## src/rtl/hex_result_display.sv

```systemverilog
`default_nettype none
// ============================================================================
//  Module      : hex_result_display
//  Description : Display stage of the hex calculator. Holds the last 32-bit
//                result and scans it as 8 hex digits over an 8-digit
//                multiplexed seven-segment display. Enables and segments are
//                active-low. Leading zeros can be blanked. A dash is shown
//                on every digit until a result has been captured.
//  Revision    : 1.0 - initial release
// ============================================================================
module hex_result_display #(
    parameter int SCAN_DIV = 20000,  // clk cycles each digit stays lit
    parameter bit BLANK_LZ = 1'b1    // 1: blank leading zero digits
) (
    input  logic        clk,
    input  logic        rst,          // asynchronous, active-low
    input  logic        result_valid,
    input  logic        clear,
    input  logic [31:0] cal_result,
    output logic [7:0]  led_en,
    output logic        led_ca,
    output logic        led_cb,
    output logic        led_cc,
    output logic        led_cd,
    output logic        led_ce,
    output logic        led_cf,
    output logic        led_cg,
    output logic        led_dp
);

    localparam int             CNT_W    = $clog2(SCAN_DIV);
    localparam logic [CNT_W-1:0] CNT_LAST = CNT_W'(SCAN_DIV - 1);
    localparam logic [CNT_W-1:0] CNT_ONE  = CNT_W'(1);

    // Segment vectors are ordered {a,b,c,d,e,f,g}, active-low.
    localparam logic [6:0] SEG_OFF  = 7'b111_1111;
    localparam logic [6:0] SEG_DASH = 7'b111_1110;
    localparam logic [7:0] EN_OFF   = 8'hFF;

    // Hex nibble to active-low segment pattern.
    function automatic logic [6:0] seg_decode(input logic [3:0] nib);
        logic [6:0] s;
        case (nib)
            4'h0:    s = 7'b000_0001;
            4'h1:    s = 7'b100_1111;
            4'h2:    s = 7'b001_0010;
            4'h3:    s = 7'b000_0110;
            4'h4:    s = 7'b100_1100;
            4'h5:    s = 7'b010_0100;
            4'h6:    s = 7'b010_0000;
            4'h7:    s = 7'b000_1111;
            4'h8:    s = 7'b000_0000;
            4'h9:    s = 7'b000_0100;
            4'hA:    s = 7'b000_1000;
            4'hB:    s = 7'b110_0000;
            4'hC:    s = 7'b011_0001;
            4'hD:    s = 7'b100_0010;
            4'hE:    s = 7'b011_0000;
            default: s = 7'b011_1000;
        endcase
        return s;
    endfunction

    logic [31:0]      disp_q,     disp_d;
    logic             has_q,      has_d;
    logic [CNT_W-1:0] scan_cnt_q, scan_cnt_d;
    logic [2:0]       digit_q,    digit_d;
    logic [7:0]       led_en_q,   led_en_d;
    logic [6:0]       seg_q,      seg_d;

    logic             scan_last;
    logic [4:0]       nib_base;
    logic [3:0]       nibble;
    logic [31:0]      upper_bits;
    logic             blank_slot;

    // Result capture: clear has priority over a simultaneous valid.
    always_comb begin
        disp_d = disp_q;
        has_d  = has_q;
        if (clear) begin
            disp_d = '0;
            has_d  = 1'b0;
        end else if (result_valid) begin
            disp_d = cal_result;
            has_d  = 1'b1;
        end
    end

    // Scan timing: advance to the next digit every SCAN_DIV cycles, 7 wraps to 0.
    always_comb begin
        scan_last  = (scan_cnt_q == CNT_LAST);
        scan_cnt_d = scan_last ? '0 : (scan_cnt_q + CNT_ONE);
        digit_d    = scan_last ? (digit_q + 3'd1) : digit_q;
    end

    // Output decode for the current slot; registered below so outputs lag state by one clk.
    always_comb begin
        nib_base   = {digit_q, 2'b00};
        nibble     = disp_q[nib_base +: 4];
        upper_bits = disp_q >> nib_base;
        blank_slot = BLANK_LZ && has_q && (digit_q != 3'd0) && (upper_bits == 32'd0);

        led_en_d = ~(8'b0000_0001 << digit_q);
        seg_d    = has_q ? seg_decode(nibble) : SEG_DASH;
        if (blank_slot) begin
            led_en_d = EN_OFF;
            seg_d    = SEG_OFF;
        end
    end

    // State and output registers; reset blanks the display immediately.
    always_ff @(posedge clk or negedge rst) begin
        if (!rst) begin
            disp_q     <= '0;
            has_q      <= 1'b0;
            scan_cnt_q <= '0;
            digit_q    <= 3'd0;
            led_en_q   <= EN_OFF;
            seg_q      <= SEG_OFF;
        end else begin
            disp_q     <= disp_d;
            has_q      <= has_d;
            scan_cnt_q <= scan_cnt_d;
            digit_q    <= digit_d;
            led_en_q   <= led_en_d;
            seg_q      <= seg_d;
        end
    end

    assign led_en = led_en_q;
    assign led_ca = seg_q[6];
    assign led_cb = seg_q[5];
    assign led_cc = seg_q[4];
    assign led_cd = seg_q[3];
    assign led_ce = seg_q[2];
    assign led_cf = seg_q[1];
    assign led_cg = seg_q[0];
    // The decimal point is never used by the calculator.
    assign led_dp = 1'b1;

endmodule
`default_nettype wire
```

## config.mk

```make
export PLATFORM = sky130hd
export DESIGN_NAME = hex_result_display
export DESIGN_NICKNAME = d
export VERILOG_FILES = /design/src/rtl/hex_result_display.sv
export SDC_FILE = /design/constraint.sdc
export NUM_CORES = 1
export LEC_CHECK = 0
export ABC_AREA = 1
export ABC_CLOCK_PERIOD_IN_PS = 3000
export BUFFER_PORTS_ARGS = -buffer_cell sky130_fd_sc_hd__buf_4
export CELL_PAD_IN_SITES_DETAIL_PLACEMENT = 0
export CELL_PAD_IN_SITES_GLOBAL_PLACEMENT = 1
export CORE_MARGIN = 5
export CORE_UTILIZATION = 42
export CTS_BUF_LIST = sky130_fd_sc_hd__clkbuf_4 sky130_fd_sc_hd__clkbuf_8 sky130_fd_sc_hd__clkbuf_16
export DETAILED_ROUTE_END_ITERATION = 7
export HOLD_SLACK_MARGIN = 0.06
export PLACE_DENSITY = 0.8
export SYNTH_ARGS = -nofsm -noshare
export SYNTH_HDL_FRONTEND = slang
export SYNTH_SLANG_ARGS = --single-unit
export TNS_END_PERCENT = 50
```

## constraint.sdc

```tcl
create_clock -name clk -period 3 [get_ports clk]
set_clock_uncertainty 0.15 [all_clocks]
set_input_delay 0.3 -clock clk [delete_from_list [all_inputs] [get_ports clk]]
set_output_delay 0.3 -clock clk [all_outputs]
set_load 0.02 [all_outputs]
```

==> impl_metrics.env <==
export IMPL_status="complete, no violations"
export IMPL_vias_per_cell=4.93
export IMPL_grt_max_degree=67
export IMPL_drive_gt1_share_pct=16.8
export IMPL_layout_commonest_cell="nand2_1"
export IMPL_maxUsedRoutingLayer="met4"
export IMPL_cp_arrival_ns=2.61
export IMPL_cts_tree="built"
export IMPL_cts_buffers=9
export IMPL_ys_ff_latch=66
export IMPL_reg2regPathDepth=9
export IMPL_grt_ovfl_total=0
export IMPL_rrSetupSlack_ns=0.53
export IMPL_maxCapViolCount=0
export IMPL_routed_wl_met2_microns=4550
export IMPL_antenna_found_initial=0
export IMPL_crit_end="seg_q[1]"
export IMPL_syn_to_final_growth_pct=24.6
export IMPL_slew_viol_final=0
export IMPL_drt_iter0_drc=152
export IMPL_firstDrtPassIters=5
export IMPL_relSlewSlack_pct=46.1
export IMPL_setup_tns_ns=0
export IMPL_grt_pass1_vias=3602
export IMPL_worst_slack_ns=0.526
export IMPL_port_buffers=50
export IMPL_hp_class="in -> reg"
export IMPL_hold_violations=0
export IMPL_start_util_pct=42.4
export IMPL_yosys_area_top_type="dfrtp_1"
export IMPL_peakVddDrop_mv=0.233
export IMPL_wl_met1_microns=4380
export IMPL_register_area_sq_mm=0.00167
export IMPL_synth_area_leaders="dfrtp_1 33%, nand2_1 15%, nand3_1 11%"
export IMPL_multiInputGateArea_sq_mm=0.00182
export IMPL_path_max_fanout=18
export IMPL_routedWlPerCell_microns=13.1
export IMPL_worstPathRequired_ns=3.13
export IMPL_worstSkewPairLatency_ns=0.34
export IMPL_synthMuxAreaShare_pct=0
export IMPL_fin_crit_sh_pct=82.5
export IMPL_ios=52
export IMPL_setup_violations_final=0
export IMPL_total_power_w=0.00205
export IMPL_die_y_microns=106
export IMPL_fp_coreArea_sq_mm=0.00911
export IMPL_synth_top_family_by_area="simple AND/OR/NAND/NOR gates"
export IMPL_final_cell_mix="156 x nand2_1, 85 x nand3_1, 57 x inv_1"
export IMPL_synthesis_area_sq_mm=0.00387
export IMPL_syn_num_nets=569
export IMPL_worst_slew_pin_slew_ns=0.809
export IMPL_synth_top_area_share_pct=33.0
export IMPL_cpPeakStageDelay_ns=0.59
export IMPL_synth_compound_area_share_pct=6.86
export IMPL_static_leakage_power_nw=2.43
export IMPL_cts_resized=0
export IMPL_final_nets=644
export IMPL_ys_seq_area_share_pct=43.2
export IMPL_path_cells="inv_1 > nand3_1 > nand2_1 > ha_1 > and3_1 > nand3_2 > nor2_2 > nand3_2 > nand2_1"
export IMPL_routed_wl_microns=9340
export IMPL_clockBufferDepth=2
export IMPL_die_w_microns=106
export IMPL_finish_utilization_pct=52.9
export IMPL_slowest_stage="dfrtp_1"
export IMPL_grt_pass1_wl_microns=16500
export IMPL_post_place_cells=663
export IMPL_gp_congestion=0.890
export IMPL_antennaDiodeCount=0
export IMPL_syn_inst=521
export IMPL_synth_adder_area_share_pct=3.88
export IMPL_grt_usage_pct=18.0
export IMPL_drc=0
export IMPL_layout_min_cycle_time_ns=2.47
export IMPL_max_freq_ghz=0.404
export IMPL_h_tree_depth=3
export IMPL_clkTransAtPathRegs_ns=0.08
export IMPL_reg2reg_from="digit_q[2]"
export IMPL_synth_xor_area_share_pct=1.81
export IMPL_rsz0062_at_grt="false"
export IMPL_layout_cells_non_filler=712
export IMPL_clkSinkCount=66
export IMPL_ant_nets=0
export IMPL_endpoint_kind="flop"
export IMPL_num_vias=3512
export IMPL_dp_slack_ns=0.498
export IMPL_power_density_mw_per_mm2=425
export IMPL_ys_warn_count=0
export IMPL_yosys_area_share_simple_pct=34.3
export IMPL_die_area_sq_mm=0.0112
export IMPL_fillerInstances=915
export IMPL_startpoint_type="flop"
export IMPL_worstReg2RegEnd="seg_q[1]"
export IMPL_path_class="reg -> reg"
export IMPL_row_count=35
export IMPL_cp_startpoint="digit_q[2]"
export IMPL_clockRootBuffer="clkbuf_8"
export IMPL_synth_cell_type_count=32
export IMPL_avgSynthCellArea_sq_um=7.42
export IMPL_met3_length_microns=279
export IMPL_hpwl_microns=6720
cell type report:
class / instances / area share (%)
Clock buffer: 11 / 3.38
Clock inverter: 5 / 1.22
Inverter: 60 / 4.68
Multi-Input combinational cell: 371 / 37.7
Sequential cell: 66 / 34.7
Tap cell: 111 / 2.88
Timing Repair Buffer: 88 / 15.4
critical path, delay by kind of cell (launching register included):
family / cells / cell delay (ns)
buffers and inverters: 1 / 0.37
adders and majority gates: 1 / 0.21
and+or+nand+nor: 7 / 1.08
DFF: 1 / 0.59
report_power, final:
| part | switching [W] | internal [W] |
|---|---|---|
| Clock | 0.000368 | 0.000459 |
| Sequential | 0.0000193 | 0.000929 |
| Combinational | 0.000152 | 0.000120 |
| Total | 0.000540 | 0.00151 |
routing by layer:
| metal | vias up | track usage (%) |
|---|---|---|
| met5 | - | 0 |
| met4 | 0 | 5.55 |
| met3 | 11 | 2.91 |
| met2 | 55 | 30.6 |
| met1 | 1632 | 23.7 |
| li1 | 1814 | - |
cell families after synthesis:
| group | after synthesis |
|---|---|
| xor+xnor | 8 |
| compound gates | 52 |
| buf+inv | 84 |
| simple gates | 298 |
| other cells | 1 |
| flops | 66 |
| fa+ha+maj | 12 |
how the worst min path moves through the flow:
stage          cells past startpoint    endpoint            from  slack, ns
2_1_floorplan                      0  digit_q[0]             rst      -0.15
3_3_place_gp                       1  disp_q[24]             rst       0.29
3_5_place_dp                       1  disp_q[25]             rst       0.30
4_1_cts                            3  disp_q[17]  cal_result[17]       0.07
5_1_grt                            3  disp_q[17]  cal_result[17]       0.07
6_report                           3  disp_q[17]  cal_result[17]       0.07
cell usage after synthesis (all sizes together):
cell type and instances:
xor2 7, inv 59, o21a 1, or2 2, nor3 3, o21ai 38
conb 1, nor4 2, nor2 27, dfrtp 51, clkbuf 10, and3 1
buf 14, a21oi 12, nand4 10, ha 12, and2 1, o211ai 1
dfstp 15, nor2b 1, clkinv 1, xnor2 1, nand2 161, nand3 90
per-stage QoR:
| stage | area [sq um] | hold slack (ns) |
|---|---|---|
| 6_report | 4820 | 0.0678 |
| 2_1_floorplan | 3870 | -0.146 |
| 5_1_grt | 4820 | 0.0722 |
| 3_3_place_gp | 4260 | 0.292 |
| 3_5_place_dp | 4260 | 0.300 |
| 4_1_cts | 4820 | 0.0693 |
registers in the layout, indices dropped and copies added, names as in the netlist:
signal / flops
disp_q: 32
scan_cnt_q: 15
digit_q: 3
led_en: 8
seg_q: 7
has_q: 1
timing repair:
| item | CTS | global route |
|---|---|---|
| endpoints found under the hold margin | 83 | 0 |
| buffers inserted | 0 | 0 |
| setup endpoints to repair | 0 | 0 |
| hold buffers | 33 | 0 |
No activity file was read; power rests on OpenSTA's default activity.
